`config.mk`:
```
export PLATFORM = sky130hd
export DESIGN_NAME = multicycle_ctrl_flat
export DESIGN_NICKNAME = d
export VERILOG_FILES = /design/src/rtl/multicycle_ctrl_if.sv /design/src/rtl/multicycle_ctrl.sv /design/src/flat_wrapper.sv
export SDC_FILE = /design/constraint.sdc
export NUM_CORES = 1
export LEC_CHECK = 0
export ABC_CLOCK_PERIOD_IN_PS = 6280
export BUFFER_PORTS_ARGS = -buffer_cell sky130_fd_sc_hd__clkbuf_2
export CAP_MARGIN = 10
export CELL_PAD_IN_SITES_DETAIL_PLACEMENT = 1
export CELL_PAD_IN_SITES_GLOBAL_PLACEMENT = 1
export CORE_MARGIN = 10
export CORE_UTILIZATION = 44
export DETAILED_ROUTE_END_ITERATION = 8
export PLACE_DENSITY = 0.81
export SLEW_MARGIN = 25
export SYNTH_ARGS = -nofsm -noshare
export SYNTH_HDL_FRONTEND = slang
export SYNTH_SLANG_ARGS = --single-unit
```
`constraint.sdc`:
```
create_clock -name clk -period 6.28 [get_ports clk]
set_clock_uncertainty 0.2 [all_clocks]
set_input_delay 0.942 -clock clk [delete_from_list [all_inputs] [get_ports clk]]
set_output_delay 0.942 -clock clk [all_outputs]
set_load 0.005 [all_outputs]
```
`src/rtl/multicycle_ctrl_if.sv`:
```
// Handshake/control bundle between the multi-cycle sequencer and its datapath/imem.
// Latency: none, wires only.
// Backpressure: imem_rdy low holds the sequencer in FETCH; no other stall source.
interface multicycle_ctrl_if #(
    parameter int CNT_W = 32
);
    logic             start;
    logic             stop;
    logic             imem_rdy;
    logic [5:0]       op_i;
    logic [5:0]       funct_i;
    logic             pc_en;
    logic             ir_en;
    logic             reg_write;
    logic [3:0]       alu_op;
    logic             alu_srcb;
    logic             reg_dst;
    logic             busy;
    logic             halt;
    logic [CNT_W-1:0] instr_cnt;
    logic [2:0]       state_o;

    // Environment side: drives control inputs and the instruction bus.
    modport master (
        output start, stop, imem_rdy, op_i, funct_i,
        input  pc_en, ir_en, reg_write, alu_op, alu_srcb, reg_dst,
               busy, halt, instr_cnt, state_o
    );

    // Sequencer side.
    modport slave (
        input  start, stop, imem_rdy, op_i, funct_i,
        output pc_en, ir_en, reg_write, alu_op, alu_srcb, reg_dst,
               busy, halt, instr_cnt, state_o
    );
endinterface

```
`src/rtl/multicycle_ctrl.sv`:
```
// Multi-cycle FETCH/DECODE/EXEC/WB sequencer for the MIPS integer datapath; decodes ALU ops, counts retirements.
// Latency: 4 cycles per legal instruction with imem_rdy high, +1 per imem_rdy-low FETCH cycle.
// Backpressure: waits in FETCH while imem_rdy=0. Optional macro ILLEGAL_TRAP_EN: unsupported instr -> HALT.
module multicycle_ctrl #(
    parameter int CNT_W = 32
) (
    input logic              clk,
    input logic              rst,
    multicycle_ctrl_if.slave bus
);
    // ALU operation codes (0 means "no operation selected").
    localparam logic [3:0] ALU_NONE = 4'd0;
    localparam logic [3:0] ALU_ADD  = 4'd1;
    localparam logic [3:0] ALU_SUB  = 4'd2;
    localparam logic [3:0] ALU_AND  = 4'd3;
    localparam logic [3:0] ALU_OR   = 4'd4;
    localparam logic [3:0] ALU_XOR  = 4'd5;
    localparam logic [3:0] ALU_SLT  = 4'd6;
    localparam logic [3:0] ALU_SLTU = 4'd7;

    // Opcodes.
    localparam logic [5:0] OP_RTYPE = 6'h00;
    localparam logic [5:0] OP_ADDI  = 6'h08;
    localparam logic [5:0] OP_SLTI  = 6'h0a;
    localparam logic [5:0] OP_ANDI  = 6'h0c;
    localparam logic [5:0] OP_ORI   = 6'h0d;
    localparam logic [5:0] OP_XORI  = 6'h0e;

    // R-type funct codes.
    localparam logic [5:0] FN_ADD  = 6'h20;
    localparam logic [5:0] FN_SUB  = 6'h22;
    localparam logic [5:0] FN_AND  = 6'h24;
    localparam logic [5:0] FN_OR   = 6'h25;
    localparam logic [5:0] FN_XOR  = 6'h26;
    localparam logic [5:0] FN_SLT  = 6'h2a;
    localparam logic [5:0] FN_SLTU = 6'h2b;

    localparam logic [CNT_W-1:0] CNT_ONE = {{(CNT_W-1){1'b0}}, 1'b1};

    typedef enum logic [2:0] {
        S_IDLE   = 3'd0,
        S_FETCH  = 3'd1,
        S_DECODE = 3'd2,
        S_EXEC   = 3'd3,
        S_WB     = 3'd4,
        S_HALT   = 3'd5
    } state_t;

    state_t           state_q;
    logic [5:0]       op_q;
    logic [5:0]       funct_q;
    logic             pc_en_q;
    logic             reg_write_q;
    logic [3:0]       alu_op_q;
    logic             alu_srcb_q;
    logic             reg_dst_q;
    logic [CNT_W-1:0] cnt_q;

    logic             dec_legal_d;
    logic             dec_itype_d;
    logic [3:0]       dec_alu_d;

    // Decode the captured instruction fields into ALU op and operand routing.
    always_comb begin
        dec_legal_d = 1'b1;
        dec_itype_d = 1'b1;
        dec_alu_d   = ALU_NONE;
        case (op_q)
            OP_RTYPE: begin
                dec_itype_d = 1'b0;
                case (funct_q)
                    FN_ADD:  dec_alu_d = ALU_ADD;
                    FN_SUB:  dec_alu_d = ALU_SUB;
                    FN_AND:  dec_alu_d = ALU_AND;
                    FN_OR:   dec_alu_d = ALU_OR;
                    FN_XOR:  dec_alu_d = ALU_XOR;
                    FN_SLT:  dec_alu_d = ALU_SLT;
                    FN_SLTU: dec_alu_d = ALU_SLTU;
                    default: dec_legal_d = 1'b0;
                endcase
            end
            OP_ADDI: dec_alu_d = ALU_ADD;
            OP_SLTI: dec_alu_d = ALU_SLT;
            OP_ANDI: dec_alu_d = ALU_AND;
            OP_ORI:  dec_alu_d = ALU_OR;
            OP_XORI: dec_alu_d = ALU_XOR;
            default: dec_legal_d = 1'b0;
        endcase
    end

    // Sequencer FSM with registered control outputs; strobes default low so each pulses one cycle.
    always_ff @(posedge clk or posedge rst) begin
        if (rst) begin
            state_q     <= S_IDLE;
            op_q        <= 6'd0;
            funct_q     <= 6'd0;
            pc_en_q     <= 1'b0;
            reg_write_q <= 1'b0;
            alu_op_q    <= ALU_NONE;
            alu_srcb_q  <= 1'b0;
            reg_dst_q   <= 1'b0;
            cnt_q       <= '0;
        end else begin
            pc_en_q     <= 1'b0;
            reg_write_q <= 1'b0;
            case (state_q)
                S_IDLE: begin
                    if (bus.start) begin
                        state_q <= S_FETCH;
                    end
                end
                S_FETCH: begin
                    if (bus.imem_rdy) begin
                        op_q    <= bus.op_i;
                        funct_q <= bus.funct_i;
                        state_q <= S_DECODE;
                    end
                end
                S_DECODE: begin
                    if (dec_legal_d) begin
                        alu_op_q   <= dec_alu_d;
                        alu_srcb_q <= dec_itype_d;
                        reg_dst_q  <= ~dec_itype_d;
                        state_q    <= S_EXEC;
                    end else begin
`ifdef ILLEGAL_TRAP_EN
                        state_q <= S_HALT;
`else
                        // Unsupported instruction retires as a NOP: advance PC, no write.
                        pc_en_q <= 1'b1;
                        state_q <= S_WB;
`endif
                    end
                end
                S_EXEC: begin
                    reg_write_q <= 1'b1;
                    pc_en_q     <= 1'b1;
                    state_q     <= S_WB;
                end
                S_WB: begin
                    // reg_write_q high in WB marks a legal retirement; NOPs are not counted.
                    if (reg_write_q) begin
                        cnt_q <= cnt_q + CNT_ONE;
                    end
                    alu_op_q   <= ALU_NONE;
                    alu_srcb_q <= 1'b0;
                    reg_dst_q  <= 1'b0;
                    state_q    <= bus.stop ? S_IDLE : S_FETCH;
                end
                S_HALT: begin
                    state_q <= S_HALT;
                end
                default: begin
                    state_q <= S_IDLE;
                end
            endcase
        end
    end

    // ir_en must fire in the same cycle imem_rdy arrives, so it is decoded from the state register.
    assign bus.ir_en     = (state_q == S_FETCH) && bus.imem_rdy;
    assign bus.pc_en     = pc_en_q;
    assign bus.reg_write = reg_write_q;
    assign bus.alu_op    = alu_op_q;
    assign bus.alu_srcb  = alu_srcb_q;
    assign bus.reg_dst   = reg_dst_q;
    assign bus.instr_cnt = cnt_q;
    assign bus.state_o   = state_q;
    assign bus.busy      = (state_q != S_IDLE) && (state_q != S_HALT);
`ifdef ILLEGAL_TRAP_EN
    assign bus.halt      = (state_q == S_HALT);
`else
    assign bus.halt      = 1'b0;
`endif
endmodule

```
`src/flat_wrapper.sv`:
```
// flat-port wrapper written by rule: the top's interface ports become plain ports
module multicycle_ctrl_flat 
#(
    parameter int CNT_W = 32
)
  (clk, rst, bus_start, bus_stop, bus_imem_rdy, bus_op_i, bus_funct_i, bus_pc_en, bus_ir_en, bus_reg_write, bus_alu_op, bus_alu_srcb, bus_reg_dst, bus_busy, bus_halt, bus_instr_cnt, bus_state_o);
  multicycle_ctrl_if #(.CNT_W(CNT_W)) bus_i ();
  input logic clk;
  input logic rst;
  input wire logic [$bits(bus_i.start)-1:0] bus_start;
  input wire logic [$bits(bus_i.stop)-1:0] bus_stop;
  input wire logic [$bits(bus_i.imem_rdy)-1:0] bus_imem_rdy;
  input wire logic [$bits(bus_i.op_i)-1:0] bus_op_i;
  input wire logic [$bits(bus_i.funct_i)-1:0] bus_funct_i;
  output wire logic [$bits(bus_i.pc_en)-1:0] bus_pc_en;
  output wire logic [$bits(bus_i.ir_en)-1:0] bus_ir_en;
  output wire logic [$bits(bus_i.reg_write)-1:0] bus_reg_write;
  output wire logic [$bits(bus_i.alu_op)-1:0] bus_alu_op;
  output wire logic [$bits(bus_i.alu_srcb)-1:0] bus_alu_srcb;
  output wire logic [$bits(bus_i.reg_dst)-1:0] bus_reg_dst;
  output wire logic [$bits(bus_i.busy)-1:0] bus_busy;
  output wire logic [$bits(bus_i.halt)-1:0] bus_halt;
  output wire logic [$bits(bus_i.instr_cnt)-1:0] bus_instr_cnt;
  output wire logic [$bits(bus_i.state_o)-1:0] bus_state_o;
  assign bus_i.start = bus_start;
  assign bus_i.stop = bus_stop;
  assign bus_i.imem_rdy = bus_imem_rdy;
  assign bus_i.op_i = bus_op_i;
  assign bus_i.funct_i = bus_funct_i;
  assign bus_pc_en = bus_i.pc_en;
  assign bus_ir_en = bus_i.ir_en;
  assign bus_reg_write = bus_i.reg_write;
  assign bus_alu_op = bus_i.alu_op;
  assign bus_alu_srcb = bus_i.alu_srcb;
  assign bus_reg_dst = bus_i.reg_dst;
  assign bus_busy = bus_i.busy;
  assign bus_halt = bus_i.halt;
  assign bus_instr_cnt = bus_i.instr_cnt;
  assign bus_state_o = bus_i.state_o;
  multicycle_ctrl #(.CNT_W(CNT_W)) u_core (.clk(clk), .rst(rst), .bus(bus_i));
endmodule
```
After elaboration in Yosys (flattened, before gate mapping)
Cells that the tools add are included.
W data, S select, Z words.

operators by class
  add/subtract/negate cells = 1
  multipliers = 0
  div/mod/pow operators = 0
  magnitude comparators = 0
  equality and inequality tests = 21
  shift-type cells = 0
  mux-type cells = 19
  bitwise logic cells = 0
  reduce and logical (&&, ||, !) cells = 12

operator list
  kind                     number
  $eq A6 B6 Y1 const B     7
  $add A32 B1 Y32 const B  1
  $eq A6 B4 Y1 const B     5
  $pmux W4 S6              1
  $pmux W3 S7              1
  $pmux W3 S6              1
  $mux W3                  3
  $pmux W1 S2              4
  $pmux W4 S2              1
  $reduce_and A2 Y1        4
  $mux W1                  7
  $reduce_or A7 Y1         1
  $eq A3 B2 Y1 const B     2
  $eq A3 B3 Y1 const B     2
  $logic_not A6 Y1         1
  $reduce_or A5 Y1         1
  $mux W4                  1
  $ne A2 B2 Y1 const B     2
  $eq A3 B1 Y1 const B     1
  $logic_not A3 Y1         1
  $ne A3 B3 Y1 const B     1
  $reduce_bool A3 Y1       1
  $logic_and A1 B1 Y1      2
  $ne A2 B1 Y1 const B     1
  $reduce_bool A2 Y1       1

word-level totals
  bits in registers = 55
  latch bits = 0
  RAM bits = 0
  memory bits (read-only) = 0
  input bits = 17
  output and inout bits = 46
  word-level logic and storage cells = 62
  memories kept = 0

Depth between registers and ports, before layout
Gate-level depths: netlist of run 1.

  depth after elaboration = 6
  mapped depth = 8
  gate-level depth less buffers = 6

Worst setup path before layout of run 1
OpenSTA, ideal clock, no wires.

  path kind = input -> output
  start point = input port bus_imem_rdy
  end point = output port bus_ir_en
  data arrival time = 1811 ps
  data required time = 5138 ps
  path slack = 3327 ps
  cell stages on the path = 3
  path through = nand2_1 > nor3_1 > clkbuf_1

between the ends
  longest elaborated chain between the ends = 1

RTL lines
  element              line                    source
  start: declaration   flat_wrapper.sv:12      input wire logic [$bits(bus_i.imem_rdy)-1:0] bus_imem_rdy;
  $logic_and A1 B1 Y1  multicycle_ctrl.sv:161  assign bus.ir_en = (state_q == S_FETCH) && bus.imem_rdy;
  end: declaration     flat_wrapper.sv:16      output wire logic [$bits(bus_i.ir_en)-1:0] bus_ir_en;

No other way between the ends.

Final worst setup path of run 1
Same ends and word-level chain as after synthesis.

==> results of run 1 <==
-- cell type report --
| class | count | area [sq um] | share of cell area [%] |
|---|---|---|---|
| Timing Repair Buffer | 61 | 308 | 10.1 |
| Tap cell | 72 | 90.1 | 2.94 |
| Multi-Input combinational cell | 166 | 1150 | 37.7 |
| Sequential cell | 54 | 1350 | 44.1 |
| Clock buffer | 6 | 82.6 | 2.70 |
| Inverter | 4 | 15.0 | 0.490 |
| Clock inverter | 2 | 60.1 | 1.96 |
-- kinds of logic after synthesis --
logic type,count (synthesis)
adders and majority gates,1
other,1
xor gates and xnor gates,33
buffers and inverters,14
DFF,54
and+or+nand+nor,99
muxes,17
AOI/OAI and AO/OA,14
-- cell usage after synthesis (3+ instances only) --
cell,number,share of area (%)
mux2_1,5,2.2
mux2_2,7,3.1
and4_1,4,1.4
nor2_1,14,2.1
dfrtp_1,54,53
a21oi_1,5,0.98
nand3_1,15,2.9
xnor2_1,24,8.2
o21ai_0,4,0.78
nand4_1,8,2.0
clkbuf_1,5,0.73
nand2_1,19,2.8
nor3_1,5,0.98
xor2_1,9,3.1
nor3b_1,3,0.88
and3_1,9,2.2
mux2i_1,4,1.6
inv_1,4,0.59
nand2b_1,8,2.0
buf_2,3,0.59
-- report_power, final --
| group | switching, uW | leakage (uW) | total (uW) | internal [uW] |
|---|---|---|---|---|
| Clock | 115 | 0.0000714 | 285 | 170 |
| Sequential | 85.8 | 0.000723 | 493 | 407 |
| Combinational | 113 | 0.000694 | 239 | 126 |
-- worst paths after layout --
kind,slack [ns],endpoint,start
max,3.03,bus_ir_en,bus_imem_rdy
min,0.29,u_core.bus.instr_cnt[30],u_core.bus.instr_cnt[30]
max reg2reg,3.68,u_core.bus.reg_dst,u_core.op_q[0]
min reg2reg,0.29,u_core.bus.instr_cnt[30],u_core.bus.instr_cnt[30]
max in group asynchronous,4.84,u_core.bus.instr_cnt[21],rst
min in group asynchronous,0.59,u_core.bus.reg_write,rst
-- through the flow --
step | power [uW] | utilization, %
2_1_floorplan | 661 | -
3_3_place_gp | 730 | 52.4
3_5_place_dp | 745 | 52.4
4_1_cts | 1030 | 54.9
5_1_grt | 1090 | 54.9
6_report | 1020 | 54.9
-- state kept, by name, indices dropped and copies added (netlist names) --
register,count
u_core.bus.alu_op,3
u_core.bus.state_o,3
u_core.bus.alu_srcb,1
u_core.bus.instr_cnt,32
u_core.bus.reg_write,1
u_core.bus.reg_dst,1
u_core.funct_q,6
u_core.bus.pc_en,1
u_core.op_q,6
-- worst max-delay path, cell delays in order --
cell      delay, ns
clkbuf_2       0.07
nand2_1        0.07
nor3_2         0.77
clkbuf_2       0.25
-- layer usage --
metal	part of all wire [%]	vias to the layer above	wire, um
met4	0.90	0	54
li1	-	918	-
met2	51	42	3080
met1	41	961	2440
met5	0	-	0
met3	7.1	7	423
-- cells in the final DEF (no fill, tap or decap), drive strengths merged, types with 3 or more instances in the layout --
master  synthesis  final
a21oi           5      5
and3            9      9
and4            4      4
clkbuf          5     66
dfrtp          54     54
inv             4      4
mux2           13     13
mux2i           4      4
nand2          19     19
nand2b          8      8
nand3          15     15
nand4           8      8
nor2           14     14
nor3            6      6
nor3b           3      3
o21ai           5      5
or3b            3      3
xnor2          24     24
xor2            9      9
==> impl_metrics.yaml, run 1 <==
floorplanning:
  die-area_sq_um: 9270
  design.core.area_sq_um: 5570
  initial_core_util_pct: 45.9
  dieWidth_um: 96.3
  die_h_um: 96.3
  rows: 27
  ios: 63
logic_synthesis:
  synth_compound_area_share_pct: 3.32
  synth_top_family_by_area: "simple AND/OR/NAND/NOR gates"
  synth-edff-count: 0
  synth-xor-area-share_pct: 11.3
  synthMuxAreaShare_pct: 7.43
  synth_area_sq_um: 2560
  synth_simple_gate_area_share_pct: 22.1
  syn_avg_cell_area_sq_um: 11.0
  netlist_instances: 233
  yosysWarnings: 0
  synthFlopType: "dfrtp_1"
  synth-seq-cells: 54
  synth.distinct_cells: 39
  synth_fa_ha_area_share_pct: 0.489
  seq_area_frac_synth_pct: 52.8
  async_flop_share_pct: 100
route:
  drtIter0Drc: 38
  routed-via-count: 1928
  drtPass1Iterations: 4
  wl_per_cell_um: 16.4
  wirelength_mm: 6.00
  drc: 0
  viasPerCell: 5.28
  drtAntennaViolNets: 0
clock_tree:
  cts_sinks: 54
  clk_pin_slew_ns: 0.10
  ctsResizeCount: 0
  clk_latency_ns: 0.31
  cts_buffers: 5
  hold_buffers: 0
  h-tree-depth: 2
  cts_tree: "done"
  cts-root-buf: "clkbuf_8"
  clk_path_buf_depth: 2
  cts_setup_buffers: 0
grt:
  grt_overflow: 0
  busiest_layer: "met2"
  use_met2_pct: 24.1
  grt_pass1_wl_mm: 10.1
  antenna_found_initial: 0
  grtUsageMet1_pct: 15.2
  grtUsageMet3_pct: 4.36
  grt_max_degree: 55
  grt_pass1_vias: 2107
  grt_usage_pct: 13.5
timing:
  rsz0062_at_grt: "no"
  setup-tns-final_ns: 0
  timing.fmax_ghz: 0.308
  finalHoldViolations: 0
  setup_ws_ns: 3.03
  finalCritPeriodShare_pct: 51.7
  tightestPinTransition_ns: 0.979
  setup_viol_count_final: 0
  period_needed_ns: 3.25
  max-slew-margin-rel_pct: 34.4
  slew_viol_final: 0
  whs_ns: 0.294
worst_setup_path:
  crit_path_end_kind: "primary output"
  rr_worst_depth: 5
  worstPathArrival_ns: 2.10
  cp.required_ns: 5.14
  crit_path_max_fanout: 15
  startpoint_type: "primary input"
  crit_type: "primary input to primary output"
placed_design:
  placed_cells: 357
  gp_congestion: 0.733
  io_buffers: 60
  placed_cell_area_sq_um: 2920
  dp_hpwl_mm: 4.52
  place_worst_setup_slack_ns: 3.00
final_layout:
  n_antenna_cell: 0
  synthToLayoutAreaGrowth_pct: 19.5
  drive_gt1_share_pct: 29.0
  fillers: 641
  fin_nets: 310
  instances_no_fill: 365
  final_cell_area_sq_um: 3060
power:
  powerDensity_nw_per_um2: 332
  irDropWorstVdd_mv: 0.224
  p_leak_uw: 0.00149
worst_hold_path:
  hold_path_depth: 1
  min_path_type: "flop to flop"
run_status:
  status: "completed"
flow_run:
  drv_cap: 0
(Power assumes the default switching activity.)
==> inputs of run 2 (changes only) <==
--- a/config.mk
+++ b/config.mk
@@ -5,15 +5,15 @@
 export SDC_FILE = /design/constraint.sdc
 export NUM_CORES = 1
 export LEC_CHECK = 0
-export ABC_CLOCK_PERIOD_IN_PS = 6280
+export ABC_CLOCK_PERIOD_IN_PS = 2700
 export BUFFER_PORTS_ARGS = -buffer_cell sky130_fd_sc_hd__clkbuf_2
 export CAP_MARGIN = 10
 export CELL_PAD_IN_SITES_DETAIL_PLACEMENT = 1
 export CELL_PAD_IN_SITES_GLOBAL_PLACEMENT = 1
 export CORE_MARGIN = 10
-export CORE_UTILIZATION = 44
+export CORE_UTILIZATION = 37
 export DETAILED_ROUTE_END_ITERATION = 8
-export PLACE_DENSITY = 0.81
+export PLACE_DENSITY = 0.72
 export SLEW_MARGIN = 25
 export SYNTH_ARGS = -nofsm -noshare
 export SYNTH_HDL_FRONTEND = slang
==> constraint.sdc (replaced) <==
create_clock -name clk -period 2.7 [get_ports clk]
set_clock_uncertainty 0.2 [all_clocks]
set_input_delay 0.405 -clock clk [delete_from_list [all_inputs] [get_ports clk]]
set_output_delay 0.405 -clock clk [all_outputs]
set_load 0.005 [all_outputs]
==> impl_metrics.yaml, run 2 (synthesis gave the netlist of run 1 again) <==
clock_tree:
  cts_sinks: 54
  h-tree-depth: 2
  cts_setup_buffers: 0
  ctsResizeCount: 0
  clk_latency_ns: 0.31
  cts_buffers: 5
  cts-root-buf: "clkbuf_8"
  hold_buffers: 0
  cts_tree: "done"
  clk_path_buf_depth: 2
  clk_pin_slew_ns: 0.10
worst_setup_path:
  path_cells: "or4_4 > nor4_4 > a31oi_2 > nor3_4 > buf_4 > mux2i_1"
  path_delay_family: "simple AND/OR/NAND/NOR gates"
  crit_buf_inv: 1
  worstPathArrival_ns: 2.42
  reg2reg_setup_slack_ns: 0.31
  crit_type: "flop to flop"
  worstReg2RegEnd: "u_core.bus.alu_op[2]"
  crit_path_max_fanout: 7
  cpPeakStageDelay_ns: 0.58
  r2r_start: "u_core.op_q[0]"
  startpoint_type: "flop"
  crit_slowest_cell: "or4_4"
  cp.required_ns: 2.73
  crit_path_end_kind: "flop"
  rr_worst_depth: 6
final_layout:
  fillers: 769
  final_common_cell: "clkbuf_2"
  n_antenna_cell: 0
  largest_reg_flops: 32
  synthToLayoutAreaGrowth_pct: 20.0
  drive_gt1_share_pct: 30.0
  fin_nets: 314
  layout_common_cells: "60 x clkbuf_2, 54 x dfrtp_1, 24 x xnor2_1"
  instances_no_fill: 377
power:
  power.share.sequential_pct: 49.2
  p_leak_uw: 0.00149
  irDropWorstVdd_mv: 0.460
  pwr-share-clk_pct: 24.3
  powerDensity_nw_per_um2: 742
  internal_power_uw: 1530
  p_sw_share_pct: 32.7
  switchingPower_uw: 745
  p_comb_share_pct: 26.4
floorplanning:
  die-area_sq_um: 10700
  die_h_um: 103
  initial_core_util_pct: 37.9
  ios: 63
  dieWidth_um: 103
  rows: 30
  design.core.area_sq_um: 6760
route:
  viasPerCell: 5.08
  drtAntennaViolNets: 0
  routed-via-count: 1916
  drtIter0Drc: 28
  wl_per_cell_um: 16.4
  wirelength_mm: 6.17
  drtPass1Iterations: 3
  drc: 0
grt:
  grt_overflow: 0
  grt_pass1_vias: 2120
  grt_max_degree: 55
  antenna_found_initial: 0
  grt_usage_pct: 12.4
  grt_pass1_wl_mm: 10.6
flow_run:
  drv_cap: 0
timing:
  timing.fmax_ghz: 0.419
  max-slew-margin-rel_pct: 54.5
  setup_viol_count_final: 0
  setup-tns-final_ns: 0
  period_needed_ns: 2.39
  slew_viol_final: 0
  rsz0062_at_grt: "no"
  tightestPinTransition_ns: 0.682
  finalCritPeriodShare_pct: 88.5
  finalHoldViolations: 0
placed_design:
  dp_hpwl_mm: 4.79
  placed_cells: 369
  io_buffers: 60
  gp_congestion: 0.747
worst_hold_path:
  min_path_type: "primary input to async pin"
run_status:
  status: "completed"
## run 2: power groups by stage
stage	combinational (uW)	sequential [uW]	clock, uW
floorplan	445	1090	0
global placement	605	1130	0
detailed placement	622	1140	0
CTS	624	1120	580
global route	685	1160	612
finish	602	1120	555
## run 2: routing by layer
metal / up-vias / share of wire (%) / track usage [%] / wire length, um
met5: - / 0 / 0 / 0
met4: 0 / 1.2 / 3.21 / 77
met3: 7 / 7.8 / 4.58 / 483
met2: 43 / 50 / 21.3 / 3080
met1: 949 / 41 / 14.4 / 2530
li1: 917 / - / - / -
## run 2: tightest hold or removal path, stage by stage
cell      delay, ns
clkbuf_2       0.09
inv_2          0.03
buf_4          0.55
## run 2: area by class of cell
cell class	count	area, sq um	area share, %
clock buffers	5	68.8	2.24
clock inverters	3	45.0	1.47
inverters	4	15.0	0.489
multi-input cells	166	1150	37.6
flip-flops and latches	54	1350	44.0
well taps	80	100	3.26
repair buffers	65	338	11.0
## run 2: how the worst max path moves through the flow
stage	from	end	slack (ns)	cells after the start
final	u_core.op_q[0]	u_core.bus.alu_op[2]	0.31	6
after CTS	u_core.op_q[0]	u_core.bus.alu_op[2]	0.30	6
after global placement	u_core.op_q[0]	u_core.bus.reg_dst	0.40	5
after detailed placement	u_core.op_q[0]	u_core.bus.alu_op[2]	0.30	6
after floorplan	u_core.op_q[0]	u_core.bus.reg_dst	0.37	5
after global routing	u_core.op_q[0]	u_core.bus.alu_op[2]	0.14	6
## run 2: stage by stage
stage	util, %	setup slack, ns	total power, uW	hold WS [ns]	instance area [sq um]
floorplan	-	0.372	1540	0.259	2560
global placement	43.8	0.401	1740	0.260	2960
detailed placement	43.8	0.302	1760	0.268	2960
CTS	45.5	0.296	2330	0.0790	3070
global route	45.5	0.143	2450	0.113	3070
finish	45.5	0.311	2280	0.0512	3070
